File: src/rtl/scan_seq_pkg.sv
// Shared definitions for the scan test sequencer.
//   seq_state_e : sequencer FSM states
//   cnt_width() : width needed to count 0..len inclusive
package scan_seq_pkg;

   typedef enum logic [2:0] {
      IDLE,
      SHIFT_IN,
      CAPTURE,
      SHIFT_OUT,
      DONE
   } seq_state_e;

   // Counters must hold CHAIN_LEN itself (the "no failure" marker).
   function automatic int cnt_width(input int len);
      return (len < 1) ? 1 : $clog2(len + 1);
   endfunction

endpackage

File: src/rtl/scan_chain_checker.sv
// Per-chain unload checker.
// Ports:
//   refclk, reset : clock and synchronous active-high reset
//   clear         : restart the counters for a new pattern
//   sample        : compare so against exp_bit on this edge
//   idx           : unload bit index of the current sample
//   so, exp_bit   : observed and expected scan-out bit
//   fail_cnt      : number of mismatching bits so far
//   first_fail    : index of first mismatch, CHAIN_LEN if none
//   clean         : counter will still be zero after this edge
module scan_chain_checker #(
   parameter int CHAIN_LEN = 10,
   parameter int CNT_W     = 4
) (
   input  logic             refclk,
   input  logic             reset,
   input  logic             clear,
   input  logic             sample,
   input  logic [CNT_W-1:0] idx,
   input  logic             so,
   input  logic             exp_bit,
   output logic [CNT_W-1:0] fail_cnt,
   output logic [CNT_W-1:0] first_fail,
   output logic             clean
);

   localparam logic [CNT_W-1:0] LEN_C = CNT_W'(CHAIN_LEN);

   logic [CNT_W-1:0] fail_cnt_q;
   logic [CNT_W-1:0] first_fail_q;
   logic             mismatch;

   // 4-state compare: an X or Z on so is treated as a failing bit.
   assign mismatch = sample && (so !== exp_bit);

   always_ff @(posedge refclk) begin
      if (reset || clear) begin
         fail_cnt_q   <= '0;
         first_fail_q <= LEN_C;
      end else if (mismatch) begin
         // Saturate rather than wrap; at most CHAIN_LEN samples occur.
         if (fail_cnt_q != LEN_C) begin
            fail_cnt_q <= fail_cnt_q + 1'b1;
         end
         if (first_fail_q == LEN_C) begin
            first_fail_q <= idx;
         end
      end
   end

   assign fail_cnt   = fail_cnt_q;
   assign first_fail = first_fail_q;
   // Lets the top compute pass on the same edge as the last compare.
   assign clean      = (fail_cnt_q == '0) && !mismatch;

endmodule

File: src/rtl/scan_test_sequencer.sv
// Runs one scan pattern through a two-chain scan design: shift in,
// optional capture window, shift out with compare, report results.
// Ports:
//   refclk, reset        : clock and synchronous active-high reset
//   start, abort         : begin / terminate a pattern
//   capture_en, fill     : capture window enable, si value while unloading
//   pat1/pat2, exp1/exp2 : load patterns and expected unload data (bit 0 first)
//   so1, so2             : chain outputs from the design under test
//   se, test_mode, si1/2 : scan controls to the design under test
//   busy, done, pass     : status; done is a one-cycle pulse
//   fail_cnt*, first_fail* : per-chain mismatch results
module scan_test_sequencer
   import scan_seq_pkg::*;
#(
   parameter int CHAIN_LEN   = 10,
   parameter int CAPTURE_CYC = 1,
   parameter int CNT_W       = cnt_width(CHAIN_LEN)
) (
   input  logic                 refclk,
   input  logic                 reset,
   input  logic                 start,
   input  logic                 abort,
   input  logic                 capture_en,
   input  logic                 fill,
   input  logic [CHAIN_LEN-1:0] pat1,
   input  logic [CHAIN_LEN-1:0] pat2,
   input  logic [CHAIN_LEN-1:0] exp1,
   input  logic [CHAIN_LEN-1:0] exp2,
   input  logic                 so1,
   input  logic                 so2,
   output logic                 se,
   output logic                 test_mode,
   output logic                 si1,
   output logic                 si2,
   output logic                 busy,
   output logic                 done,
   output logic                 pass,
   output logic [CNT_W-1:0]     fail_cnt1,
   output logic [CNT_W-1:0]     fail_cnt2,
   output logic [CNT_W-1:0]     first_fail1,
   output logic [CNT_W-1:0]     first_fail2
);

   localparam int               CAP_W  = $clog2(CAPTURE_CYC + 1);
   localparam logic [CNT_W-1:0] LAST_C = CNT_W'(CHAIN_LEN - 1);
   localparam logic [CAP_W-1:0] CAP_LAST_C = CAP_W'(CAPTURE_CYC - 1);

   seq_state_e           state_q;
   logic [CNT_W-1:0]     bit_q;
   logic [CAP_W-1:0]     cap_q;
   logic [CHAIN_LEN-1:0] pat1_q, pat2_q, exp1_q, exp2_q;
   logic                 cap_en_q, fill_q;
   logic                 se_q, test_mode_q, si1_q, si2_q;
   logic                 busy_q, done_q, pass_q;

   logic                 accept;
   logic                 sample;
   logic [1:0]           so_v, exp_bit_v, clean_v;
   logic [CNT_W-1:0]     fail_cnt_v   [2];
   logic [CNT_W-1:0]     first_fail_v [2];

   assign accept    = (state_q == IDLE) && start && !abort;
   // The abort edge does not count as an unload sample.
   assign sample    = (state_q == SHIFT_OUT) && !abort;
   assign so_v      = {so2, so1};
   // Expected data is shifted right each unload cycle, so bit 0 is current.
   assign exp_bit_v = {exp2_q[0], exp1_q[0]};

   generate
      for (genvar gi = 0; gi < 2; gi++) begin : g_chk
         scan_chain_checker #(
            .CHAIN_LEN (CHAIN_LEN),
            .CNT_W     (CNT_W)
         ) u_chk (
            .refclk     (refclk),
            .reset      (reset),
            .clear      (accept),
            .sample     (sample),
            .idx        (bit_q),
            .so         (so_v[gi]),
            .exp_bit    (exp_bit_v[gi]),
            .fail_cnt   (fail_cnt_v[gi]),
            .first_fail (first_fail_v[gi]),
            .clean      (clean_v[gi])
         );
      end
   endgenerate

   always_ff @(posedge refclk) begin
      if (reset) begin
         state_q     <= IDLE;
         bit_q       <= '0;
         cap_q       <= '0;
         pat1_q      <= '0;
         pat2_q      <= '0;
         exp1_q      <= '0;
         exp2_q      <= '0;
         cap_en_q    <= 1'b0;
         fill_q      <= 1'b0;
         se_q        <= 1'b0;
         test_mode_q <= 1'b0;
         si1_q       <= 1'b0;
         si2_q       <= 1'b0;
         busy_q      <= 1'b0;
         done_q      <= 1'b0;
         pass_q      <= 1'b0;
      end else if (abort && (state_q != IDLE)) begin
         state_q     <= IDLE;
         se_q        <= 1'b0;
         test_mode_q <= 1'b0;
         si1_q       <= 1'b0;
         si2_q       <= 1'b0;
         busy_q      <= 1'b0;
         done_q      <= 1'b0;
         pass_q      <= 1'b0;
      end else begin
         case (state_q)
            IDLE: begin
               done_q <= 1'b0;
               if (accept) begin
                  // Bit 0 goes out immediately; the rest sits in the latch.
                  pat1_q      <= pat1 >> 1;
                  pat2_q      <= pat2 >> 1;
                  si1_q       <= pat1[0];
                  si2_q       <= pat2[0];
                  exp1_q      <= exp1;
                  exp2_q      <= exp2;
                  cap_en_q    <= capture_en;
                  fill_q      <= fill;
                  bit_q       <= '0;
                  busy_q      <= 1'b1;
                  test_mode_q <= 1'b1;
                  se_q        <= 1'b1;
                  pass_q      <= 1'b0;
                  state_q     <= SHIFT_IN;
               end
            end
            SHIFT_IN: begin
               if (bit_q == LAST_C) begin
                  bit_q <= '0;
                  si1_q <= fill_q;
                  si2_q <= fill_q;
                  if (cap_en_q) begin
                     se_q    <= 1'b0;
                     cap_q   <= '0;
                     state_q <= CAPTURE;
                  end else begin
                     state_q <= SHIFT_OUT;
                  end
               end else begin
                  bit_q  <= bit_q + 1'b1;
                  si1_q  <= pat1_q[0];
                  si2_q  <= pat2_q[0];
                  pat1_q <= pat1_q >> 1;
                  pat2_q <= pat2_q >> 1;
               end
            end
            CAPTURE: begin
               if (cap_q == CAP_LAST_C) begin
                  se_q    <= 1'b1;
                  state_q <= SHIFT_OUT;
               end else begin
                  cap_q <= cap_q + 1'b1;
               end
            end
            SHIFT_OUT: begin
               exp1_q <= exp1_q >> 1;
               exp2_q <= exp2_q >> 1;
               if (bit_q == LAST_C) begin
                  // Scanning is finished; drop se while done is reported.
                  se_q    <= 1'b0;
                  done_q  <= 1'b1;
                  pass_q  <= &clean_v;
                  state_q <= DONE;
               end else begin
                  bit_q <= bit_q + 1'b1;
               end
            end
            DONE: begin
               done_q      <= 1'b0;
               busy_q      <= 1'b0;
               test_mode_q <= 1'b0;
               si1_q       <= 1'b0;
               si2_q       <= 1'b0;
               state_q     <= IDLE;
            end
            default: state_q <= IDLE;
         endcase
      end
   end

   assign se          = se_q;
   assign test_mode   = test_mode_q;
   assign si1         = si1_q;
   assign si2         = si2_q;
   assign busy        = busy_q;
   assign done        = done_q;
   assign pass        = pass_q;
   assign fail_cnt1   = fail_cnt_v[0];
   assign fail_cnt2   = fail_cnt_v[1];
   assign first_fail1 = first_fail_v[0];
   assign first_fail2 = first_fail_v[1];

endmodule

File: config.mk
export PLATFORM = sky130hd
export DESIGN_NAME = scan_test_sequencer
export DESIGN_NICKNAME = d
export VERILOG_FILES = /design/src/rtl/scan_seq_pkg.sv /design/src/rtl/scan_chain_checker.sv /design/src/rtl/scan_test_sequencer.sv
export SDC_FILE = /design/constraint.sdc
export NUM_CORES = 1
export LEC_CHECK = 0
export BUFFER_PORTS_ARGS = -buffer_cell sky130_fd_sc_hd__buf_4
export CAP_MARGIN = 5
export CORE_ASPECT_RATIO = 1.5
export CORE_MARGIN = 4
export CORE_UTILIZATION = 42
export DETAILED_ROUTE_END_ITERATION = 8
export PLACE_DENSITY = 0.69
export RECOVER_POWER = 100
export SYNTH_ARGS = -nofsm -noshare
export SYNTH_HDL_FRONTEND = slang
export SYNTH_SLANG_ARGS = --single-unit
File: constraint.sdc
create_clock -name refclk -period 3.5 [get_ports refclk]
set_input_delay 0.35 -clock refclk [delete_from_list [all_inputs] [get_ports refclk]]
set_output_delay 0.35 -clock refclk [all_outputs]
set_load 0.01 [all_outputs]
Yosys cells after proc, flatten, opt, wreduce, memory -nomap -nowiden
Index checks and enable logic that the tools add are counted.
{ "totals": {"regBits": 72, "latch_bits": 0, "ram_bits": 0, "romBits": 0, "out_inout_bits": 23, "wordCells": 124, "mem_count": 0} }
{ "classes": {"n_addsub": 4, "mul": 0, "div": 0, "n_lt_le_gt_ge": 0, "n_eq_ne": 18, "shifts": 0, "n_mux": 40, "bitwise_logic": 1, "reduce_logical": 42} }
{ "ops": {"columns": ["cell", "n"], "rows": [
  ["$pmux 10 s2", 4],
  ["$mux 10", 6],
  ["$reduce_and 2->1", 8],
  ["$reduce_and 4->1", 4],
  ["$mux 1", 14],
  ["$add 4x1->4 const B", 3],
  ["$eq 4x4->1 const B", 3],
  ["$mux 3", 4],
  ["$mux 4", 3],
  ["$pmux 3 s4", 1],
  ["$pmux 4 s3", 1],
  ["$ne 2x2->1 const B", 5],
  ["$reduce_bool 2->1", 5],
  ["$reduce_and 3->1", 3],
  ["$reduce_bool 3->1", 3],
  ["$logic_and 1x1->1", 8],
  ["$logic_not 4->1", 2],
  ["$ne 4x4->1 const B", 2],
  ["$pmux 1 s2", 4],
  ["$eq 3x2->1 const B", 2],
  ["$pmux 1 s3", 2],
  ["$reduce_and 6->1", 1],
  ["$ne 2x1->1 const B", 2],
  ["$pmux 1 s4", 1],
  ["other kinds (10)", 14]
]} }

Logic depth before layout (Yosys ltp)
Gate-level depths: netlist of run 1.
{ "depth": {"depth_word": 8, "depth_mapped": 7} }

Hierarchy
From an unflattened synthesis of run 1, not the netlist that was laid out.
{ "hier_totals": {"cells_unflattened": 390, "hier_area_um2": 3434.5} }
{ "modules_own_cells": {"columns": ["mod", "n_inst", "cells_each", "area_each_um2"], "rows": [
  ["scan_test_sequencer", 1, 290, 2503.7],
  ["scan_chain_checker at g_chk[1].u_chk", 1, 50, 467.9],
  ["scan_chain_checker at g_chk[0].u_chk", 1, 50, 462.9]
]} }

Least setup slack after synthesis of run 1
Ideal clock, no wire load.
{ "synth_timing": {"path_kind": "register to register", "startpoint": "register bit_q[1]", "endpoint": "register pat1_q[6]", "t_arrival_ns": 1.791, "t_required_ns": 3.411, "setup_slack_ns": 1.621, "path_stages_with_launch": 8, "path_buffers": 1, "period_less_slack_ns": 1.879, "path_cell_list": "dfxtp_1 > inv_1 > ha_1 > and3b_1 > a2111oi_4 > buf_6 > nor2_1 > a311oi_2"} }
{ "synth_between": {"elab_chain_cells": 3} }
{ "synth_rtl": {"columns": ["item", "line_no", "text"], "rows": [
  ["from (decl)", "scan_test_sequencer.sv:49", "logic [CNT_W-1:0] bit_q;"],
  ["from (signal assigned)", "scan_test_sequencer.sv:151", "bit_q <= bit_q + 1'b1;"],
  ["from (signal assigned)", "scan_test_sequencer.sv:176", "bit_q <= bit_q + 1'b1;"],
  ["$eq 4x4->1", "scan_test_sequencer.sv:139", "if (bit_q == LAST_C) begin"],
  ["$ne 2x2->1 (no line)", null, null],
  ["$reduce_and 4->1 (no line)", null, null],
  ["to (signal assigned)", "scan_test_sequencer.sv:122", "pat1_q <= pat1 >> 1;"],
  ["to (signal assigned)", "scan_test_sequencer.sv:154", "pat1_q <= pat1_q >> 1;"],
  ["to (decl)", "scan_test_sequencer.sv:51", "logic [CHAIN_LEN-1:0] pat1_q, pat2_q, exp1_q, exp2_q;"]
]} }
Every way passes these cells.
A chain may end at the register's enable or synchronous reset.

Final worst setup path of run 1
{ "layout_timing": {"startpoint": "register state_q[0]", "endpoint": "register pass_q, in the netlist pass"} }
{ "layout_between": {"elab_chain_cells": 8, "elab_cells_between_ends": 21} }
{ "layout_rtl": {"columns": ["item", "line_no", "text"], "rows": [
  ["from (decl)", "scan_test_sequencer.sv:48", "seq_state_e state_q;"],
  ["from (signal assigned)", "scan_test_sequencer.sv:91", "state_q <= IDLE;"],
  ["from (signal assigned)", "scan_test_sequencer.sv:108", "state_q <= IDLE;"],
  ["from (signal assigned)", "scan_test_sequencer.sv:135", "state_q <= SHIFT_IN;"],
  ["$eq 3x2->1", "scan_test_sequencer.sv:64, scan_test_sequencer.sv:117", null],
  ["$logic_and 1x1->1", "scan_test_sequencer.sv:64", "assign sample = (state_q == SHIFT_OUT) && !abort;"],
  ["$logic_and 1x1->1", "scan_chain_checker.sv:34", "assign mismatch = sample && (so !== exp_bit);"],
  ["$logic_not 1->1", "scan_chain_checker.sv:54", "assign clean = (fail_cnt_q == '0) && !mismatch;"],
  ["$logic_and 1x1->1", "scan_chain_checker.sv:54", null],
  ["$reduce_and 2->1", "scan_test_sequencer.sv:173", "pass_q <= &clean_v;"],
  ["$mux 1", "scan_test_sequencer.sv:169", "if (bit_q == LAST_C) begin"],
  ["$pmux 1 s2", "scan_test_sequencer.sv:117", "case (state_q)"],
  ["to (signal assigned)", "scan_test_sequencer.sv:173", null],
  ["to (decl)", "scan_test_sequencer.sv:54", "logic busy_q, done_q, pass_q;"]
]} }
Parallel ways exist; a longest one is shown, timed or not. The select of a mux whose other input is x is not followed.

==> reports/summary.json, run 1 <==
{
  "crit_chain": "nand3b_1, clkbuf_1, or2_2, nand4b_1, a21oi_1",
  "total_power_mw": 1.835,
  "worstPathBufferInverterCount": 1,
  "tritoncts": "built",
  "wl_per_cell_um": 13.42,
  "final_count_of_negative_setup_slack_endpoints": 0,
  "first_global_vias": 2667,
  "timing.final.crit_share_pct": 66.01,
  "async_flop_share_pct": 0,
  "ys.flop_type": "dfxtp_1",
  "timing.setup.tns_ns": 0,
  "finish.net_count": 487,
  "cp_max_fo": 21,
  "dpl.hpwl_um": 5199,
  "post_cts_resized": 0,
  "drc": 0,
  "clock-root-buffer": "clkbuf_16",
  "max-clock-path-buffers": 2,
  "cp_data_required_time_ns": 3.75,
  "hold_path.class": "in2reg",
  "ports": 71,
  "max-slew-margin-rel_pct": 11.19,
  "die_x_um": 80.33,
  "timing.critical_path.depth": 5,
  "synth_area_per_cell_um2": 8.836,
  "synth_top_area_cell": "dfxtp_1",
  "synth.net_count": 429,
  "report.final.hold_viol_count": 0,
  "clkSinkCount": 69,
  "fmaxAchievable_ghz": 0.4328,
  "vdd_drop_max_v": 0.0002754,
  "syn-cell-area_um2": 3296,
  "path_class": "reg2reg",
  "io_buffer_count": 70,
  "path_delay_family": "simple AND/OR/NAND/NOR gates",
  "yosys-top-cells-area": "dfxtp_1 (42%), mux2i_1 (7.6%), nor2_1 (6.8%), a311oi_2 (5.5%), nand2_1 (5.1%)",
  "postSynthRegisterBits": 69,
  "final_period_minus_worst_setup_slack_ns": 2.310,
  "synth_cell_types": 48,
  "largest_net_degree_at_the_start_of_global_routing": 53,
  "initial_utilization_pct": 43.29,
  "vias_per_cell": 5.215,
  "clk_transition_reported_paths_ns": 0.05,
  "cts_made_buffers": 9,
  "area_growth_syn_to_layout_pct": 21.03,
  "netlist.area_leader.share_pct": 41.91,
  "worst-r2r-cell-count": 5,
  "detail-route-antenna-nets": 0,
  "run_status": "complete, no violations",
  "synth_sequential_area_ratio_pct": 41.91,
  "setup.worst_path.end_class": "flop",
  "grt_setup_unrepaired": "false",
  "timing.final.max_slew_violations": 0,
  "totalWireLength_um": 7194,
  "ys_top_cells_by_count": "dfxtp_1 (69), nor2_1 (60), nand2_1 (45)",
  "route.vias.total": 2795,
  "drtIter0Drc": 93,
  "drt_pass1_iterations": 4,
  "synth_enable_flop_cells": 0,
  "worst_pin_slew_ns": 1.332,
  "final_layout_size_suffix_gt1_share_pct": 17.74,
  "startpoint_type": "flop",
  "netlist_instances": 373,
  "gr-usage-all-layers_pct": 16.18,
  "static-leakage-power_nw": 1.668,
  "whs_path_depth": 3,
  "die_h_um": 116.5,
  "timing.critical_path.slowest_cell_delay_ns": 0.68,
  "dieArea_um2": 9357,
  "grt_pass1_wl_um": 11910,
  "diodes": 0,
  "max_cap_viols": 0,
  "core.rowCount": 39,
  "timing.critical_path.arrival_ns": 2.56,
  "synth.yosys.warnings": 0,
  "global_route.overflow_total": 0,
  "synth_most_common_cell": "dfxtp_1",
  "postLayoutCoreUtil_pct": 52.40,
  "final.setup_skew_ns": 0.004931,
  "clock_tree.htree_level_count": 3,
  "grt_antenna_before_repair": 0,
  "clock_latency_of_the_later_clocked_register_in_the_worst_skew_pair_ns": 0.32,
  "postCtsSetupRepairBufs": 0,
  "core_region_area_um2": 7612,
  "cpMaxStageDelayCell": "dfxtp_1",
  "power-per-cell-area_nw_per_um2": 460.0,
  "hold_buffers": 0,
  "gp_congestion": 0.7882
}
[sequential cells by signal (all words and copies together) (netlist names)]
signal / flops
exp1_q: 10
exp2_q: 10
pat1_q: 9
pat2_q: 9
g_chk.u_chk.fail_cnt: 8
g_chk.u_chk.first_fail: 8
bit_q: 4
state_q: 3
busy: 1
cap_en_q: 1
done: 1
fill_q: 1
pass: 1
se: 1
si1: 1
si2: 1
[metal layers]
metal | track usage, % | wire (um) | up-vias
met3 | 3.704 | 341 | 15
met5 | 0 | 0 | -
li1 | - | - | 1438
met1 | 19.84 | 3122 | 1283
met4 | 7.554 | 180 | 0
met2 | 26.77 | 3550 | 59
[through the flow]
step	cell area [um^2]	worst slack, ns	hold WS (ns)	cells
2_1_floorplan	3296	1.621	0.4464	373
3_3_place_gp	3841	1.524	0.4545	522
6_report	3989	1.190	0.2648	536
4_1_cts	4108	1.404	0.2574	536
5_1_grt	3989	0.9844	0.2804	536
3_5_place_dp	3841	1.410	0.4612	522
[logic make-up after synthesis]
| group | Yosys count | synth area share (%) |
|---|---|---|
| mux | 27 | 8.276 |
| buf+inv | 37 | 5.429 |
| fa+ha+maj | 8 | 3.037 |
| flops | 69 | 41.91 |
| compound gates | 78 | 19.36 |
| xor+xnor | 7 | 1.860 |
| simple gates | 147 | 20.12 |
[where the power goes]
| part | total (mW) | internal (mW) | switching (mW) |
|---|---|---|---|
| clock | 0.805 | 0.507 | 0.299 |
| sequential | 0.846 | 0.824 | 0.0222 |
| combinational | 0.183 | 0.0866 | 0.0967 |
| total | 1.83 | 1.42 | 0.418 |
[worst paths after layout]
| check | end | slack (ns) | startpoint |
|---|---|---|---|
| hold / removal | cap_en_q | 0.26 | capture_en |
| setup reg to reg | pass | 1.19 | state_q[0] |
| hold reg to reg | pat2_q[8] | 0.47 | pat2_q[8] |
| setup / recovery | pass | 1.19 | state_q[0] |
[cell usage in the layout (no fill, tap or decap), drive strengths merged, types with 2 or more instances in the layout]
cell	Yosys	final
or2	2	2
a31oi	4	4
nor3	2	2
mux2	2	2
xnor2	3	3
nand2b	4	4
clkinv	0	2
and3	4	4
clkbuf	14	37
inv	10	10
nand2	45	45
nor2	60	60
xor2	4	4
a21oi	17	17
o41ai	2	2
ha	8	8
o211ai	2	2
nand3b	4	4
a211oi	19	19
nand4	2	2
and2	3	3
a311oi	16	16
mux2i	25	25
nand3	12	12
buf	13	49
dfxtp	69	69
nor4bb	3	3
o21ai	9	9
[worst register-to-register path: stages, from the launching register on]
cell	delay, ns
dfxtp_1	0.68
nand3b_1	0.14
clkbuf_1	0.56
or2_2	0.55
nand4b_1	0.18
a21oi_1	0.14
[area by class of cell]
class / instances / area (um^2)
Multi-Input combinational cell: 267 / 1714
Fill cell: 806 / 3623
Inverter: 10 / 37.54
Clock inverter: 2 / 10.01
Tap cell: 102 / 127.6
Timing Repair Buffer: 74 / 461.7
Clock buffer: 12 / 256.5
Sequential cell: 69 / 1381
Note: power is estimated with default switching activity, not from simulation.
==> run 2: changes to the inputs <==
- ABC_AREA: not set -> 1
- PLACE_DENSITY: 0.69 -> 0.71
- clock period: 3.5 -> 1.96 ns (I/O delays scaled with it)
==> reports/summary.json, run 2 <==
{
  "final_layout_size_suffix_gt1_share": {"value": 13.69, "unit": "%", "change": "-4.1 points"},
  "core_region_area": {"value": 7710, "unit": "um^2", "change": "+1.3%"},
  "clock_tree.htree_level_count": {"value": 3, "change": "unchanged"},
  "synth_most_common_cell": "nand2_1",
  "synth.net_count": {"value": 580, "change": "+35%"},
  "core.rowCount": {"value": 39, "change": "unchanged"},
  "dpl.hpwl": {"value": 5886, "unit": "um", "change": "+13%"},
  "worst_pin_slew": {"value": 0.4097, "unit": "ns", "change": "-0.9223 ns"},
  "multi_input_comb_area": {"value": 1737, "unit": "um^2", "change": "+1.3%"},
  "global_route.overflow_total": {"value": 0, "change": "unchanged"},
  "dpl.cell_count": {"value": 685, "change": "+31%"},
  "startpoint_type": "flop",
  "power-per-cell-area": {"value": 1345, "unit": "nW/um^2", "change": "+190%"},
  "diodes": {"value": 0, "change": "unchanged"},
  "clock_latency_of_the_later_clocked_register_in_the_worst_skew_pair": {"value": 0.33, "unit": "ns", "change": "about the same"},
  "netlist.area_leader.share": {"value": 40.84, "unit": "%", "change": "-1.1 points"},
  "synth_sequential_area_ratio": {"value": 40.84, "unit": "%", "change": "-1.1 points"},
  "tritoncts": "built",
  "synth_top_area_cell": "dfxtp_1",
  "timing.critical_path.slowest_cell_delay": {"value": 0.40, "unit": "ns", "change": "-0.28 ns"},
  "layoutNonFillerInstCount": {"value": 701, "change": "+31%"},
  "layout.filler_cells": {"value": 809, "change": "+0.37%"},
  "wl_per_cell": {"value": 11.48, "unit": "um", "change": "-15%"},
  "run_status": "complete, no violations",
  "postSynthRegisterBits": {"value": 69, "change": "unchanged"},
  "syn-cell-area": {"value": 3382, "unit": "um^2", "change": "+2.6%"},
  "report.final.hold_viol_count": {"value": 0, "change": "unchanged"},
  "vdd_drop_max": {"value": 0.0006983, "unit": "V", "change": "+150%"},
  "max-clock-path-buffers": {"value": 2, "change": "unchanged"},
  "synth_enable_flop_cells": {"value": 0, "change": "unchanged"},
  "cellInternalPower": {"value": 3.700, "unit": "mW", "change": "+160%"},
  "gr-usage-all-layers": {"value": 17.51, "unit": "%", "change": "+1.3 points"},
  "initial_utilization": {"value": 43.87, "unit": "%", "change": "+0.57 points"},
  "final_count_of_negative_setup_slack_endpoints": {"value": 0, "change": "unchanged"},
  "cp_data_required_time": {"value": 2.18, "unit": "ns", "change": "-1.57 ns"},
  "gp_congestion": {"value": 0.9194, "change": "+17%"},
  "io_buffer_count": {"value": 70, "change": "unchanged"},
  "cp_max_fo": {"value": 20, "change": "-4.8%"},
  "static-leakage-power": {"value": 2.054, "unit": "nW", "change": "+23%"},
  "max-slew-margin-rel": {"value": 72.58, "unit": "%", "change": "+61 points"},
  "drtIter0Drc": {"value": 195, "change": "+110%"},
  "max_cap_viols": {"value": 0, "change": "unchanged"},
  "timing.setup.tns": {"value": 0, "unit": "ns", "change": "unchanged"},
  "top_regs": "exp1_q (10), exp2_q (10)",
  "yosys-top-cells-area": "dfxtp_1 (41%), nand2_1 (20%), nor2_1 (10%), o21ai_0 (5.9%), a21oi_1 (4.0%)",
  "totalWireLength": {"value": 8044, "unit": "um", "change": "+12%"},
  "ys.flop_type": "dfxtp_1",
  "final.setup_skew": {"value": 0.008305, "unit": "ns", "change": "+0.003375 ns"},
  "cpMaxStageDelayCell": "dfxtp_1",
  "detail-route-antenna-nets": {"value": 0, "change": "unchanged"},
  "hold_path.class": "in2reg",
  "finish.net_count": {"value": 650, "change": "+33%"},
  "first_global_vias": {"value": 3137, "change": "+18%"},
  "synth_area_per_cell": {"value": 6.454, "unit": "um^2", "change": "-27%"},
  "largest_net_degree_at_the_start_of_global_routing": {"value": 37, "change": "-30%"},
  "netlist_instances": {"value": 524, "change": "+40%"},
  "fmaxAchievable": {"value": 0.5664, "unit": "GHz", "change": "+31%"},
  "clk_transition_reported_paths": {"value": 0.06, "unit": "ns", "change": "about the same"},
  "synth.yosys.warnings": {"value": 0, "change": "unchanged"},
  "die_x": {"value": 81.27, "unit": "um", "change": "+1.2%"},
  "path_class": "reg2reg",
  "timing.critical_path.arrival": {"value": 1.99, "unit": "ns", "change": "-0.57 ns"},
  "sw_frac_of_total": {"value": 35.37, "unit": "%", "change": "+13 points"},
  "dieArea": {"value": 9582, "unit": "um^2", "change": "+2.4%"},
  "crit_chain": "inv_1, ha_1, nand3_1, nand2_1, nand2_1, nand2_4, inv_2, nand2_1, nand2_1, nor2_1",
  "die_h": {"value": 117.9, "unit": "um", "change": "+1.2%"},
  "path_delay_family": "simple AND/OR/NAND/NOR gates",
  "p_comb_share": {"value": 31.3, "unit": "%", "change": "+21 points"},
  "power.clock.fraction": {"value": 32.4, "unit": "%", "change": "-12 points"},
  "vias_per_cell": {"value": 4.775, "change": "-8.4%"},
  "grt_antenna_before_repair": {"value": 0, "change": "unchanged"},
  "ys_top_cells_by_count": "nand2_1 (176), nor2_1 (92), dfxtp_1 (69)",
  "timing.final.crit_share": {"value": 90.07, "unit": "%", "change": "+24 points"},
  "synth_cell_types": {"value": 23, "change": "-52%"},
  "route.vias.total": {"value": 3347, "change": "+20%"},
  "timing.final.max_slew_violations": {"value": 0, "change": "unchanged"},
  "final_period_minus_worst_setup_slack": {"value": 1.765, "unit": "ns", "change": "-0.5449 ns"},
  "reg_power_share": {"value": 36.3, "unit": "%", "change": "-9.8 points"},
  "clkSinkCount": {"value": 69, "change": "unchanged"},
  "area_growth_syn_to_layout_pct": 25.90,
  "drc": {"value": 0, "change": "unchanged"},
  "ports": {"value": 71, "change": "unchanged"},
  "postCtsSetupRepairBufs": {"value": 0, "change": "unchanged"},
  "grt_pass1_wl": {"value": 13620, "unit": "um", "change": "+14%"},
  "cts_made_buffers": {"value": 9, "change": "unchanged"},
  "area_taken_by_flip_flops_and_latches": {"value": 1381, "unit": "um^2", "change": "unchanged"},
  "power.net_switching": {"value": 2.025, "unit": "mW", "change": "+380%"},
  "drt_pass1_iterations": {"value": 6, "change": "+2"},
  "worstPathBufferInverterCount": {"value": 2, "change": "+1"},
  "grt_setup_unrepaired": "true",
  "crit_top_cell": "nand2_1",
  "mostFrequentLayoutCell": "nand2_1",
  "async_flop_share": {"value": 0, "unit": "%", "change": "unchanged"},
  "clock-root-buffer": "clkbuf_16",
  "most-common-layout-cells": "nand2_1 (176), nor2_1 (93), dfxtp_1 (69)",
  "setup.worst_path.end_class": "flop"
}
[run 2: worst paths after layout]
path / start / end / cells past startpoint / slack, ns
max: bit_q[1] / pat1_q[8] / 10 / 0.19
min: reset / exp2_q[9] / 2 / 0.06
max reg2reg: bit_q[1] / pat1_q[8] / 10 / 0.19
min reg2reg: cap_en_q / cap_en_q / 2 / 0.46
[run 2: stage by stage]
step | worst slack (ns) | cell area (um^2) | util [%] | power [mW] | hold slack (ns)
floorplan | 0.5257 | 3382 | - | 3.460 | 0.2651
global placement | 0.2768 | 4006 | 51.96 | 3.906 | 0.4100
detailed placement | 0.2152 | 4006 | 51.96 | 3.948 | 0.4097
CTS | 0.1968 | 4355 | 56.49 | 5.824 | 0.06207
global route | -0.0002254 | 4258 | 55.23 | 6.162 | 0.07107
finish | 0.1946 | 4258 | 55.23 | 5.725 | 0.06107
[run 2: final cells by class]
| cell class | count | share of cell area (%) |
|---|---|---|
| inverters | 42 | 3.703 |
| repair buffers | 80 | 11.87 |
| clock buffers | 9 | 5.289 |
| clock inverters | 7 | 2.909 |
| multi-input cells | 392 | 40.79 |
| well taps | 102 | 2.997 |
| flip-flops and latches | 69 | 32.44 |
[run 2: power by group through the flow]
stage	clock [mW]	combinational [mW]	sequential, mW
6_report	1.85	1.79	2.08
5_1_grt	1.96	2.07	2.13
4_1_cts	1.89	1.85	2.08
3_5_place_dp	0	1.84	2.10
3_3_place_gp	0	1.82	2.09
2_1_floorplan	0	1.38	2.08
[run 2: worst reg2reg max path: stages, from the launching register on]
cell	delay [ns]
dfxtp_1	0.40
inv_1	0.10
ha_1	0.20
nand3_1	0.14
nand2_1	0.09
nand2_1	0.12
nand2_4	0.12
inv_2	0.28
nand2_1	0.09
nand2_1	0.07
nor2_1	0.04
[run 2: cells by family after synthesis]
group / count (synthesis) / share of synthesized area (%)
buffers and inverters: 63 / 7.732
DFF: 69 / 40.84
xor gates and xnor gates: 5 / 1.295
adders and majority gates: 8 / 2.960
AOI/OAI and AO/OA: 70 / 10.43
and+or+nand+nor: 309 / 36.74
[run 2: routing by layer]
metal  track usage [%]  up-vias  wire [um]
met5                 0        -          0
met2             30.51       75       4055
met3             4.364       10        435
met4             5.285        0        115
li1                  -     1785          -
met1             20.49     1477       3438
[run 2: repair_timing]
item | 4_1_cts | 5_1_grt
hold buffers | 0 | 0
endpoints found under the setup margin | 0 | 1
gates resized for setup | 0 | 0
==> run 3: changes to the inputs <==
- CORE_UTILIZATION: 42 -> 49
- PLACE_DENSITY: 0.71 -> 0.81
==> reports/summary.json, run 3 (synthesized netlist as in run 2, its figures left out) <==
{
  "dpl.hpwl": {"value": 5785, "unit": "um", "change": "-1.7%"},
  "first_global_vias": {"value": 3204, "change": "+2.1%"},
  "grt_setup_unrepaired": "false",
  "ff2ff_setup_slack": {"value": 0.26, "unit": "ns", "change": "+0.07 ns"},
  "wire_length_on_met3": {"value": 440, "unit": "um", "change": "+1.1%"},
  "drtIter0Drc": {"value": 171, "change": "-12%"},
  "worst_pin_slew": {"value": 0.4431, "unit": "ns", "change": "+0.03334 ns"},
  "timing.final.crit_share": {"value": 86.74, "unit": "%", "change": "-3.3 points"},
  "cts_made_buffers": {"value": 9, "change": "unchanged"},
  "clock_latency_of_the_later_clocked_register_in_the_worst_skew_pair": {"value": 0.34, "unit": "ns", "change": "about the same"},
  "gr-usage-all-layers": {"value": 20.40, "unit": "%", "change": "+2.9 points"},
  "core_region_area": {"value": 6621, "unit": "um^2", "change": "-14%"},
  "holdCritStartpoint": "reset",
  "ports": {"value": 71, "change": "unchanged"},
  "vias_per_cell": {"value": 5.122, "change": "+7.3%"},
  "setup.worst_path.end_class": "flop",
  "clk_transition_reported_paths": {"value": 0.08, "unit": "ns", "change": "+0.02 ns"},
  "totalWireLength": {"value": 7964, "unit": "um", "change": "-0.99%"},
  "dpl.cell_count": {"value": 657, "change": "-4.1%"},
  "path_class": "reg2reg",
  "timing.final.max_slew_violations": {"value": 0, "change": "unchanged"},
  "timing.critical_path.arrival": {"value": 1.95, "unit": "ns", "change": "-0.04 ns"},
  "cp_data_required_time": {"value": 2.21, "unit": "ns", "change": "+0.03 ns"},
  "largest_net_degree_at_the_start_of_global_routing": {"value": 39, "change": "+5.4%"},
  "gp_congestion": {"value": 0.8768, "change": "-4.6%"},
  "dieArea": {"value": 8323, "unit": "um^2", "change": "-13%"},
  "grt_antenna_before_repair": {"value": 0, "change": "unchanged"},
  "drt-met1-wl": {"value": 3196, "unit": "um", "change": "-7.0%"},
  "power-per-cell-area": {"value": 1255, "unit": "nW/um^2", "change": "-6.7%"},
  "startpoint_type": "flop",
  "layout.filler_cells": {"value": 637, "change": "-21%"},
  "top_regs": "exp1_q (10), exp2_q (10)",
  "grt_pass1_wl": {"value": 13250, "unit": "um", "change": "-2.7%"},
  "tritoncts": "built",
  "initial_utilization": {"value": 51.08, "unit": "%", "change": "+7.2 points"},
  "postCtsSetupRepairBufs": {"value": 0, "change": "unchanged"},
  "max_cap_viols": {"value": 0, "change": "unchanged"},
  "run_status": "complete, no violations",
  "report.final.hold_viol_count": {"value": 0, "change": "unchanged"},
  "wl_per_cell": {"value": 11.83, "unit": "um", "change": "+3.1%"},
  "cp_max_fo": {"value": 21, "change": "+5.0%"},
  "route.vias.total": {"value": 3447, "change": "+3.0%"},
  "die_x": {"value": 75.84, "unit": "um", "change": "-6.7%"},
  "finalInstanceArea": {"value": 4099, "unit": "um^2", "change": "-3.7%"},
  "highest-signal-layer": "met4",
  "detail-route-antenna-nets": {"value": 0, "change": "unchanged"},
  "worst_r2r_startpoint": "state_q[0]",
  "max-slew-margin-rel": {"value": 70.15, "unit": "%", "change": "-2.4 points"},
  "timing.critical_path.slowest_cell_delay": {"value": 0.42, "unit": "ns", "change": "+0.02 ns"},
  "crit_top_cell": "inv_1",
  "die_h": {"value": 109.8, "unit": "um", "change": "-6.9%"},
  "vdd_drop_max": {"value": 0.0007357, "unit": "V", "change": "+5.4%"},
  "final_period_minus_worst_setup_slack": {"value": 1.700, "unit": "ns", "change": "-0.06521 ns"},
  "hold_buffers": {"value": 0, "change": "unchanged"},
  "layoutNonFillerInstCount": {"value": 673, "change": "-4.0%"},
  "drc": {"value": 0, "change": "unchanged"},
  "worst-r2r-cell-count": {"value": 8, "change": "-2"},
  "crit_chain": "inv_1, nor3_2, buf_4, o21ai_0, nor2_1, nand3_1, nand2_1, inv_1",
  "final.setup_skew": {"value": 0.01069, "unit": "ns", "change": "+0.002383 ns"},
  "clock_tree.htree_level_count": {"value": 3, "change": "unchanged"},
  "finish.net_count": {"value": 648, "change": "-0.31%"},
  "static-leakage-power": {"value": 1.994, "unit": "nW", "change": "-2.9%"},
  "global_route.overflow_total": {"value": 0, "change": "unchanged"},
  "total_power": {"value": 5.145, "unit": "mW", "change": "-10%"},
  "final_layout_size_suffix_gt1_share": {"value": 13.57, "unit": "%", "change": "-0.12 points"},
  "fmaxAchievable": {"value": 0.5882, "unit": "GHz", "change": "+3.8%"},
  "most-common-layout-cells": "nand2_1 (176), nor2_1 (92), dfxtp_1 (69)",
  "area_taken_by_flip_flops_and_latches": {"value": 1381, "unit": "um^2", "change": "unchanged"},
  "regToRegEndpoint": "si2",
  "core.rowCount": {"value": 36, "change": "-7.7%"},
  "io_buffer_count": {"value": 70, "change": "unchanged"},
  "worstHoldEndpoint": "exp2_q[9]",
  "area_growth_syn_to_layout_pct": 21.20,
  "timing.setup.tns": {"value": 0, "unit": "ns", "change": "unchanged"},
  "diodes": {"value": 0, "change": "unchanged"},
  "clkSinkCount": {"value": 69, "change": "unchanged"},
  "dpl-instance-area": {"value": 3959, "unit": "um^2", "change": "-1.2%"},
  "clock-root-buffer": "clkbuf_8",
  "whs_path_depth": {"value": 2, "change": "unchanged"},
  "hold_path.class": "in2reg",
  "mostFrequentLayoutCell": "nand2_1",
  "multi_input_comb_area": {"value": 1739, "unit": "um^2", "change": "+0.14%"},
  "met2RoutedLength": {"value": 4140, "unit": "um", "change": "+2.1%"},
  "cpMaxStageDelayCell": "dfxtp_1",
  "max-clock-path-buffers": {"value": 2, "change": "unchanged"},
  "final_count_of_negative_setup_slack_endpoints": {"value": 0, "change": "unchanged"},
  "post_cts_resized": {"value": 0, "change": "unchanged"},
  "drt_pass1_iterations": {"value": 7, "change": "+1"}
}
[run 3: cell count changes in the layout (fill, tap and decap cells not counted), moves of 2 or more]
| cell | change |
|---|---|
| clkinv_2 | +2 |
| clkbuf_8 | +10 |
| clkbuf_16 | -9 |
| inv_2 | -2 |
| clkinv_4 | -2 |
| clkbuf_2 | -2 |
[run 3: layout make-up]
cell class	instances	area share (%)
Clock buffer	10	3.358
Clock inverter	6	2.106
Inverter	42	3.907
Multi-Input combinational cell	392	42.43
Sequential cell	69	33.70
Tap cell	76	2.320
Timing Repair Buffer	78	12.18
[run 3: worst max-delay path: cells and delay by family (launching register included)]
family	cells	cell delay [ns]
AO/OA/AOI/OAI	1	0.22
buffers and inverters	3	0.43
flip-flops	1	0.42
AND/OR/NAND/NOR	4	0.54
[run 3: metrics by stage]
step	setup WS, ns	hold WS, ns	util, %
3_5_place_dp	0.2075	0.4173	59.79
3_3_place_gp	0.2947	0.4082	59.79
5_1_grt	0.06980	0.04622	61.90
4_1_cts	0.1761	0.04988	63.17
2_1_floorplan	0.5257	0.2651	-
6_report	0.2598	0.05863	61.90
[run 3: how the worst max path moves through the flow]
stage / start / end / depth (start not counted)
finish: state_q[0] / si2 / 8
floorplan: bit_q[1] / pat2_q[7] / 9
global route: state_q[0] / pat2_q[0] / 8
global placement: bit_q[1] / pat1_q[8] / 10
detailed placement: state_q[0] / pat2_q[8] / 10
CTS: state_q[0] / pat2_q[8] / 10
[run 3: report_power, final]
group          switching [mW]  internal [mW]
Clock                   0.535          0.748
Sequential              0.245           1.85
Combinational            1.17          0.600
Total                    1.95           3.19
[run 3: routing by layer]
layer  global-route usage [%]  vias up
met3                    4.666       16
met5                        0        -
li1                         -     1774
met1                    22.01     1566
met4                    9.500        0
met2                    36.34       91
